**config.mk**
```make
export PLATFORM = sky130hd
export DESIGN_NAME = fft8_stage_sequencer
export DESIGN_NICKNAME = d
export VERILOG_FILES = /design/src/rtl/fft8_stage_sequencer.sv
export SDC_FILE = /design/constraint.sdc
export NUM_CORES = 1
export LEC_CHECK = 0
export ABC_AREA = 1
export CAP_MARGIN = 20
export CORE_MARGIN = 2
export CORE_UTILIZATION = 53
export DETAILED_ROUTE_END_ITERATION = 10
export PLACE_DENSITY = 0.83
export SLEW_MARGIN = 40
export SYNTH_ARGS = -nofsm -noshare
export SYNTH_HDL_FRONTEND = slang
export SYNTH_SLANG_ARGS = --single-unit
export TNS_END_PERCENT = 1
```
**constraint.sdc**
```tcl
create_clock -name i_clock -period 2.18 [get_ports i_clock]
set_input_delay 0.218 -clock i_clock [delete_from_list [all_inputs] [get_ports i_clock]]
set_output_delay 0.218 -clock i_clock [all_outputs]
set_load 0.05 [all_outputs]
```
**src/rtl/fft8_stage_sequencer.sv**
```systemverilog
`default_nettype none
// ============================================================================
//  Module   : fft8_stage_sequencer
//  Purpose  : Control sequencer for an in-place, memory-based N-point FFT that
//             time-shares one 8-lane butterfly across LOG2_N/3 passes.
//             Phases: LOAD (frame into vector RAM), COMPUTE/DRAIN per pass
//             (read, butterfly, write back), UNLOAD (streamed readout).
//             Holds no sample data; only addresses, enables and strobes.
//  Ports    : i_clock, i_reset (sync, active-high)
//             i_in_valid / o_in_ready      - input vector handshake
//             o_out_valid / i_out_ready    - output vector handshake
//             o_out_last                   - final output vector of frame
//             o_mem_wr_en/_addr, o_wr_sel  - RAM write port + data mux select
//             o_mem_rd_en/_addr            - RAM read port (1-cycle read)
//             o_btfly_valid, o_stage,
//             o_tw_addr                    - butterfly strobe, pass, twiddle
//             o_busy, o_done               - status
//  Option   : FFT_SEQ_PERF_EN adds o_frame_cnt and o_frame_cycles counters.
//  Revision : 1.0 - initial release
// ============================================================================
module fft8_stage_sequencer #(
    parameter int  LOG2_N    = 6,
    parameter int  N_STAGES  = 2,
    parameter int  NB_STAGE  = 1,
    parameter int  BTFLY_LAT = 1,
    localparam int NB_ADDR   = LOG2_N - 3
) (
    input  logic                         i_clock,
    input  logic                         i_reset,
    input  logic                         i_in_valid,
    output logic                         o_in_ready,
    input  logic                         i_out_ready,
    output logic                         o_out_valid,
    output logic                         o_out_last,
    output logic                         o_mem_wr_en,
    output logic [NB_ADDR-1:0]           o_mem_wr_addr,
    output logic                         o_wr_sel,
    output logic                         o_mem_rd_en,
    output logic [NB_ADDR-1:0]           o_mem_rd_addr,
    output logic                         o_btfly_valid,
    output logic [NB_STAGE-1:0]          o_stage,
    output logic [NB_STAGE+NB_ADDR-1:0]  o_tw_addr,
    output logic                         o_busy,
    output logic                         o_done
`ifdef FFT_SEQ_PERF_EN
    ,
    output logic [15:0]                  o_frame_cnt,
    output logic [15:0]                  o_frame_cycles
`endif
);

    localparam int c_NVEC  = 1 << NB_ADDR;
    localparam int c_CW    = NB_ADDR + 1;     // counter reaches c_NVEC in UNLOAD
    localparam int c_DEPTH = 1 + BTFLY_LAT;   // read -> write-back distance
    localparam logic [c_CW-1:0]     c_LAST_VEC   = c_CW'(c_NVEC - 1);
    localparam logic [c_CW-1:0]     c_NVEC_CNT   = c_CW'(c_NVEC);
    localparam logic [NB_STAGE-1:0] c_LAST_STAGE = NB_STAGE'(N_STAGES - 1);

    typedef enum logic [2:0] {
        S_IDLE    = 3'd0,
        S_LOAD    = 3'd1,
        S_COMPUTE = 3'd2,
        S_DRAIN   = 3'd3,
        S_UNLOAD  = 3'd4
    } state_t;

    state_t              r_state_q, w_state_d;
    logic [c_CW-1:0]     r_cnt_q, w_cnt_d;       // load count / block / unload count
    logic [NB_STAGE-1:0] r_stage_q, w_stage_d;
    logic                r_ov_q, w_ov_d;
    logic                r_last_q, w_last_d;
    logic                r_done_q, w_done_d;

    // Write-back pipe: index 0 is the stage right after the RAM read,
    // index c_DEPTH-1 drives the RAM write port.
    logic [c_DEPTH-1:0]  r_pv_q;
    logic [NB_ADDR-1:0]  r_pa_q [c_DEPTH];

    logic w_rd_en;
    logic w_cmp_rd;
    logic w_wr_load;
    logic w_pipe_busy;
    logic w_out_accept;

    // Entries still in flight after this cycle's write; the final stage is
    // being written now and does not block the next pass.
    always_comb begin
        w_pipe_busy = 1'b0;
        for (int k = 0; k < c_DEPTH - 1; k++) begin
            w_pipe_busy = w_pipe_busy | r_pv_q[k];
        end
    end

    always_comb begin
        w_state_d    = r_state_q;
        w_cnt_d      = r_cnt_q;
        w_stage_d    = r_stage_q;
        w_ov_d       = r_ov_q;
        w_last_d     = r_last_q;
        w_done_d     = 1'b0;
        w_rd_en      = 1'b0;
        w_cmp_rd     = 1'b0;
        w_wr_load    = 1'b0;
        w_out_accept = r_ov_q & i_out_ready;
        case (r_state_q)
            S_IDLE: begin
                if (i_in_valid) begin
                    w_wr_load = 1'b1;
                    if (c_NVEC == 1) begin
                        w_state_d = S_COMPUTE;
                        w_cnt_d   = '0;
                        w_stage_d = '0;
                    end else begin
                        w_state_d = S_LOAD;
                        w_cnt_d   = c_CW'(1);
                    end
                end
            end
            S_LOAD: begin
                if (i_in_valid) begin
                    w_wr_load = 1'b1;
                    if (r_cnt_q == c_LAST_VEC) begin
                        w_state_d = S_COMPUTE;
                        w_cnt_d   = '0;
                        w_stage_d = '0;
                    end else begin
                        w_cnt_d = r_cnt_q + c_CW'(1);
                    end
                end
            end
            S_COMPUTE: begin
                w_rd_en  = 1'b1;
                w_cmp_rd = 1'b1;
                if (r_cnt_q == c_LAST_VEC) begin
                    w_state_d = S_DRAIN;
                    w_cnt_d   = '0;
                end else begin
                    w_cnt_d = r_cnt_q + c_CW'(1);
                end
            end
            S_DRAIN: begin
                // Holding here until the pipe empties keeps every read of
                // pass s+1 behind the last write of pass s.
                if (!w_pipe_busy) begin
                    if (r_stage_q < c_LAST_STAGE) begin
                        w_stage_d = r_stage_q + NB_STAGE'(1);
                        w_state_d = S_COMPUTE;
                    end else begin
                        w_state_d = S_UNLOAD;
                    end
                    w_cnt_d = '0;
                end
            end
            S_UNLOAD: begin
                w_rd_en = (r_cnt_q < c_NVEC_CNT) && (!r_ov_q || i_out_ready);
                if (w_rd_en) begin
                    w_cnt_d  = r_cnt_q + c_CW'(1);
                    w_ov_d   = 1'b1;
                    w_last_d = (r_cnt_q == c_LAST_VEC);
                end else if (w_out_accept) begin
                    w_ov_d   = 1'b0;
                    w_last_d = 1'b0;
                end
                if (w_out_accept && r_last_q) begin
                    w_state_d = S_IDLE;
                    w_cnt_d   = '0;
                    w_stage_d = '0;
                    w_done_d  = 1'b1;
                end
            end
            default: begin
                w_state_d = S_IDLE;
            end
        endcase
    end

    always_ff @(posedge i_clock) begin
        if (i_reset) begin
            r_state_q <= S_IDLE;
            r_cnt_q   <= '0;
            r_stage_q <= '0;
            r_ov_q    <= 1'b0;
            r_last_q  <= 1'b0;
            r_done_q  <= 1'b0;
        end else begin
            r_state_q <= w_state_d;
            r_cnt_q   <= w_cnt_d;
            r_stage_q <= w_stage_d;
            r_ov_q    <= w_ov_d;
            r_last_q  <= w_last_d;
            r_done_q  <= w_done_d;
        end
    end

    always_ff @(posedge i_clock) begin
        if (i_reset) begin
            r_pv_q <= '0;
            for (int k = 0; k < c_DEPTH; k++) begin
                r_pa_q[k] <= '0;
            end
        end else begin
            r_pv_q[0] <= w_cmp_rd;
            r_pa_q[0] <= r_cnt_q[NB_ADDR-1:0];
            for (int k = 1; k < c_DEPTH; k++) begin
                r_pv_q[k] <= r_pv_q[k-1];
                r_pa_q[k] <= r_pa_q[k-1];
            end
        end
    end

    assign o_in_ready    = (r_state_q == S_IDLE) || (r_state_q == S_LOAD);
    assign o_busy        = (r_state_q != S_IDLE);
    assign o_out_valid   = r_ov_q;
    assign o_out_last    = r_last_q;
    assign o_done        = r_done_q;
    assign o_mem_rd_en   = w_rd_en;
    assign o_mem_rd_addr = w_rd_en ? r_cnt_q[NB_ADDR-1:0] : '0;
    assign o_mem_wr_en   = w_wr_load | r_pv_q[c_DEPTH-1];
    assign o_mem_wr_addr = w_wr_load            ? r_cnt_q[NB_ADDR-1:0] :
                           r_pv_q[c_DEPTH-1]    ? r_pa_q[c_DEPTH-1]    : '0;
    assign o_wr_sel      = r_pv_q[c_DEPTH-1];
    assign o_btfly_valid = r_pv_q[0];
    // Stage is constant while the pipe holds entries, so the live register
    // lines up with the butterfly strobe.
    assign o_stage       = r_pv_q[0] ? r_stage_q : '0;
    assign o_tw_addr     = r_pv_q[0] ? {r_stage_q, r_pa_q[0]} : '0;

`ifdef FFT_SEQ_PERF_EN
    logic [15:0] r_cyc_q;
    logic [15:0] w_cyc_inc;
    logic [15:0] r_frame_cnt_q;
    logic [15:0] r_frame_cycles_q;

    assign w_cyc_inc = (r_cyc_q == 16'hFFFF) ? r_cyc_q : r_cyc_q + 16'd1;

    always_ff @(posedge i_clock) begin
        if (i_reset) begin
            r_cyc_q          <= '0;
            r_frame_cnt_q    <= '0;
            r_frame_cycles_q <= '0;
        end else begin
            // The first accept counts as cycle 1; the done cycle is included.
            if (r_state_q == S_IDLE && i_in_valid) begin
                r_cyc_q <= 16'd1;
            end else if (r_state_q != S_IDLE) begin
                r_cyc_q <= w_cyc_inc;
            end
            if (r_done_q) begin
                r_frame_cnt_q    <= r_frame_cnt_q + 16'd1;
                r_frame_cycles_q <= w_cyc_inc;
            end
        end
    end

    assign o_frame_cnt    = r_frame_cnt_q;
    assign o_frame_cycles = r_frame_cycles_q;
`endif

endmodule
`default_nettype wire

```
==> flow_summary.yaml <==
detailed_routing:
  postRouteAntennaNets: 0
  wl_um: 2720
  drc: 0
  vias: 1176
  drt_iter0_markers: 62
  post_drt_wl_per_cell_um: 11.8
  drt_first_pass_iters: 4
  vias_per_cell: 5.11
global_route:
  use_met2: 0.420
  grt_first_pass_wirelength_um: 4440
  grt-busiest-layer: "met2"
  grt_max_degree: 13
  grt_pass1_vias: 1052
  grt.total_usage: 0.238
  grt_overflow: 0
  met1_usage: 0.264
  antenna_found_initial: 0
  grtUsageMet3: 0.0364
power:
  ir_drop_uv: 873
  pwr-share-clk: 0.081
  p_per_area_nw_per_um2: 1580
  p_comb_frac: 0.669
  leakage_nw: 0.703
  p_sw_frac: 0.539
  power_switching_mw: 1.22
  p_seq_frac: 0.250
  p_int_mw: 1.05
worst_setup_path:
  cp_max_fo: 8
  crit_path_end_kind: "output pin"
  max_stage_delay_ns: 0.82
  startpoint_type: "flop"
  worstPathRequired_ns: 1.96
  cp_cell_sequence: "nor2_4 > nand2_2 > clkdlybuf4s50_1"
  cp.arrival_ns: 1.86
  slowest_stage: "clkdlybuf4s50_1"
  path_class: "reg -> out"
cts:
  cts_tree: "built"
  path_clk_slew_ns: 0.10
  hold_buffers: 0
  post_cts_buffers: 0
  h-tree-depth: 1
  cts_root_buf: "clkbuf_4"
  clkSinkCount: 19
  cts_buffers: 3
  cts_resized: 0
  insertion_delay_ns: 0.31
  cts_buffer_depth: 2
synthesis:
  yosysSeqAreaShare: 0.344
  synth_nets: 185
  synth_edf_count: 0
  yosysTopAreaCell: "dfxtp_1"
  avgSynthCellArea_um2: 6.14
  synth_area_um2: 1100
  synth_cell_types: 22
  ys_seq_elements: 19
  yosysWarningCount: 0
  synth_top_cell_area_share: 0.344
  synthMostInstantiatedCell: "nor2_1"
  synth_area_leaders: "dfxtp_1 34%, nor2_1 17%, nand2_1 14%, inv_1 8.5%, nand3_1 8.2%"
  synthArstFlopShare: 0
  yosys-top-cells-count: "49 x nor2_1, 40 x nand2_1, 25 x inv_1"
  synthFlopType: "dfxtp_1"
  syn_inst: 180
layout:
  drive_above_1_share: 0.0985
  num-nets-final: 209
  nFillCells: 177
  diodes: 0
  area_growth_pct: 30.1
  stdcell_count: 230
  final_util: 0.733
sta:
  slew_violations: 0
  period_share: 0.953
  setup_viol_count_final: 0
  worstMarginPinSlew_ns: 0.526
  finClkSkew_ns: 0.0118
  hold_viol: 0
  slew_headroom: 0.649
  min_period_ns: 2.08
  rsz0062_at_grt: "false"
  clock.fmax_mhz: 481
place:
  hpwl_um: 2130
  portBuffers: 23
  gp_congestion: 0.925
  place_inst: 226
floorplanning:
  num_io_pins: 24
  num_rows: 16
  die_x_um: 49.7
  start_util: 0.563
  die_h_um: 49.7
  coreArea_um2: 1960
  dieArea_um2: 2470
job:
  cap_violations: 0
worst_hold_path:
  hold_class: "reg -> reg"
run_status:
  outcome: "finished, final reports clean"
==> path summary, 6_finish.rpt <==
| kind | from | endpoint | slack [ns] | depth (start not counted) |
|---|---|---|---|---|
| setup reg to reg | r_cnt_q[1] | r_stage_q | 0.54 | 10 |
| hold / removal | r_pa_q[0][0] | r_pa_q[0][3] | 0.43 | 2 |
| setup / recovery | r_state_q[0] | o_busy | 0.10 | 3 |
| hold reg to reg | r_pa_q[0][0] | r_pa_q[0][3] | 0.43 | 2 |
==> cell usage in the layout, fill, tap and decap left out, drive strengths merged <==
master         instances
nand2                 44
dlymetal6s2s           1
nand3                 19
dfxtp                 19
clkbuf                 4
o21ai                  5
nor2                  51
xor2                   1
inv                   26
nor3                   1
o211ai                 1
a21oi                  6
clkdlybuf4s50         14
nand4                  2
buf                    8
ha                     1
==> power groups by stage <==
stage | combinational (mW) | clock (mW) | sequential [mW]
2_1_floorplan | 1.10 | 0 | 0.546
3_3_place_gp | 1.48 | 0 | 0.566
3_5_place_dp | 1.51 | 0 | 0.571
4_1_cts | 1.52 | 0.188 | 0.562
5_1_grt | 1.65 | 0.201 | 0.581
6_report | 1.52 | 0.183 | 0.569
==> flip-flops by register name, indices dropped and copies added (netlist names) <==
name         cells
r_cnt_q          4
r_pv_q           2
o_out_valid      1
r_stage_q        1
o_out_last       1
r_pa_q           6
o_done           1
r_state_q        3
==> worst max-delay path: cells and delay by family (launching register included) <==
| kind | cells | cell delay [ns] |
|---|---|---|
| and+or+nand+nor | 2 | 0.19 |
| buffers and inverters | 1 | 0.82 |
| DFF | 1 | 0.55 |
==> cell families (layout without fill, tap and decap cells) <==
kind of cell,count (synthesis),after routing,share of synthesized area
AOI/OAI and AO/OA,12,12,0.0600
and+or+nand+nor,117,117,0.463
adders and majority gates,1,1,0.0113
buffers and inverters,30,53,0.113
xor gates and xnor gates,1,1,0.00793
DFF,19,19,0.344
==> routing by layer <==
layer  wire (µm)  part of all wire
met5           0                 0
met4          67             0.025
met3         194             0.071
met2        1350              0.50
met1        1110              0.41
==> area by class of cell <==
| type | count | area [µm²] | share of cell area |
|---|---|---|---|
| Multi-Input combinational cell | 131 | 599 | 0.417 |
| Inverter | 26 | 97.6 | 0.0679 |
| Clock buffer | 4 | 26.3 | 0.0183 |
| Tap cell | 27 | 33.8 | 0.0235 |
| Sequential cell | 19 | 380 | 0.265 |
| Timing Repair Buffer | 23 | 300 | 0.209 |
==> per-stage QoR <==
| stage | setup slack [ns] | hold slack, ns | setup TNS (ns) | total power [mW] | instance area, µm² |
|---|---|---|---|---|---|
| floorplan | -0.328 | 0.297 | -0.985 | 1.65 | 1100 |
| global placement | 0.417 | 0.410 | 0 | 2.04 | 1410 |
| detailed placement | 0.360 | 0.411 | 0 | 2.08 | 1410 |
| CTS | 0.0124 | 0.425 | 0 | 2.27 | 1440 |
| global route | 0.0315 | 0.448 | 0 | 2.43 | 1440 |
| finish | 0.102 | 0.427 | 0 | 2.27 | 1440 |
(Power assumes the default switching activity.)
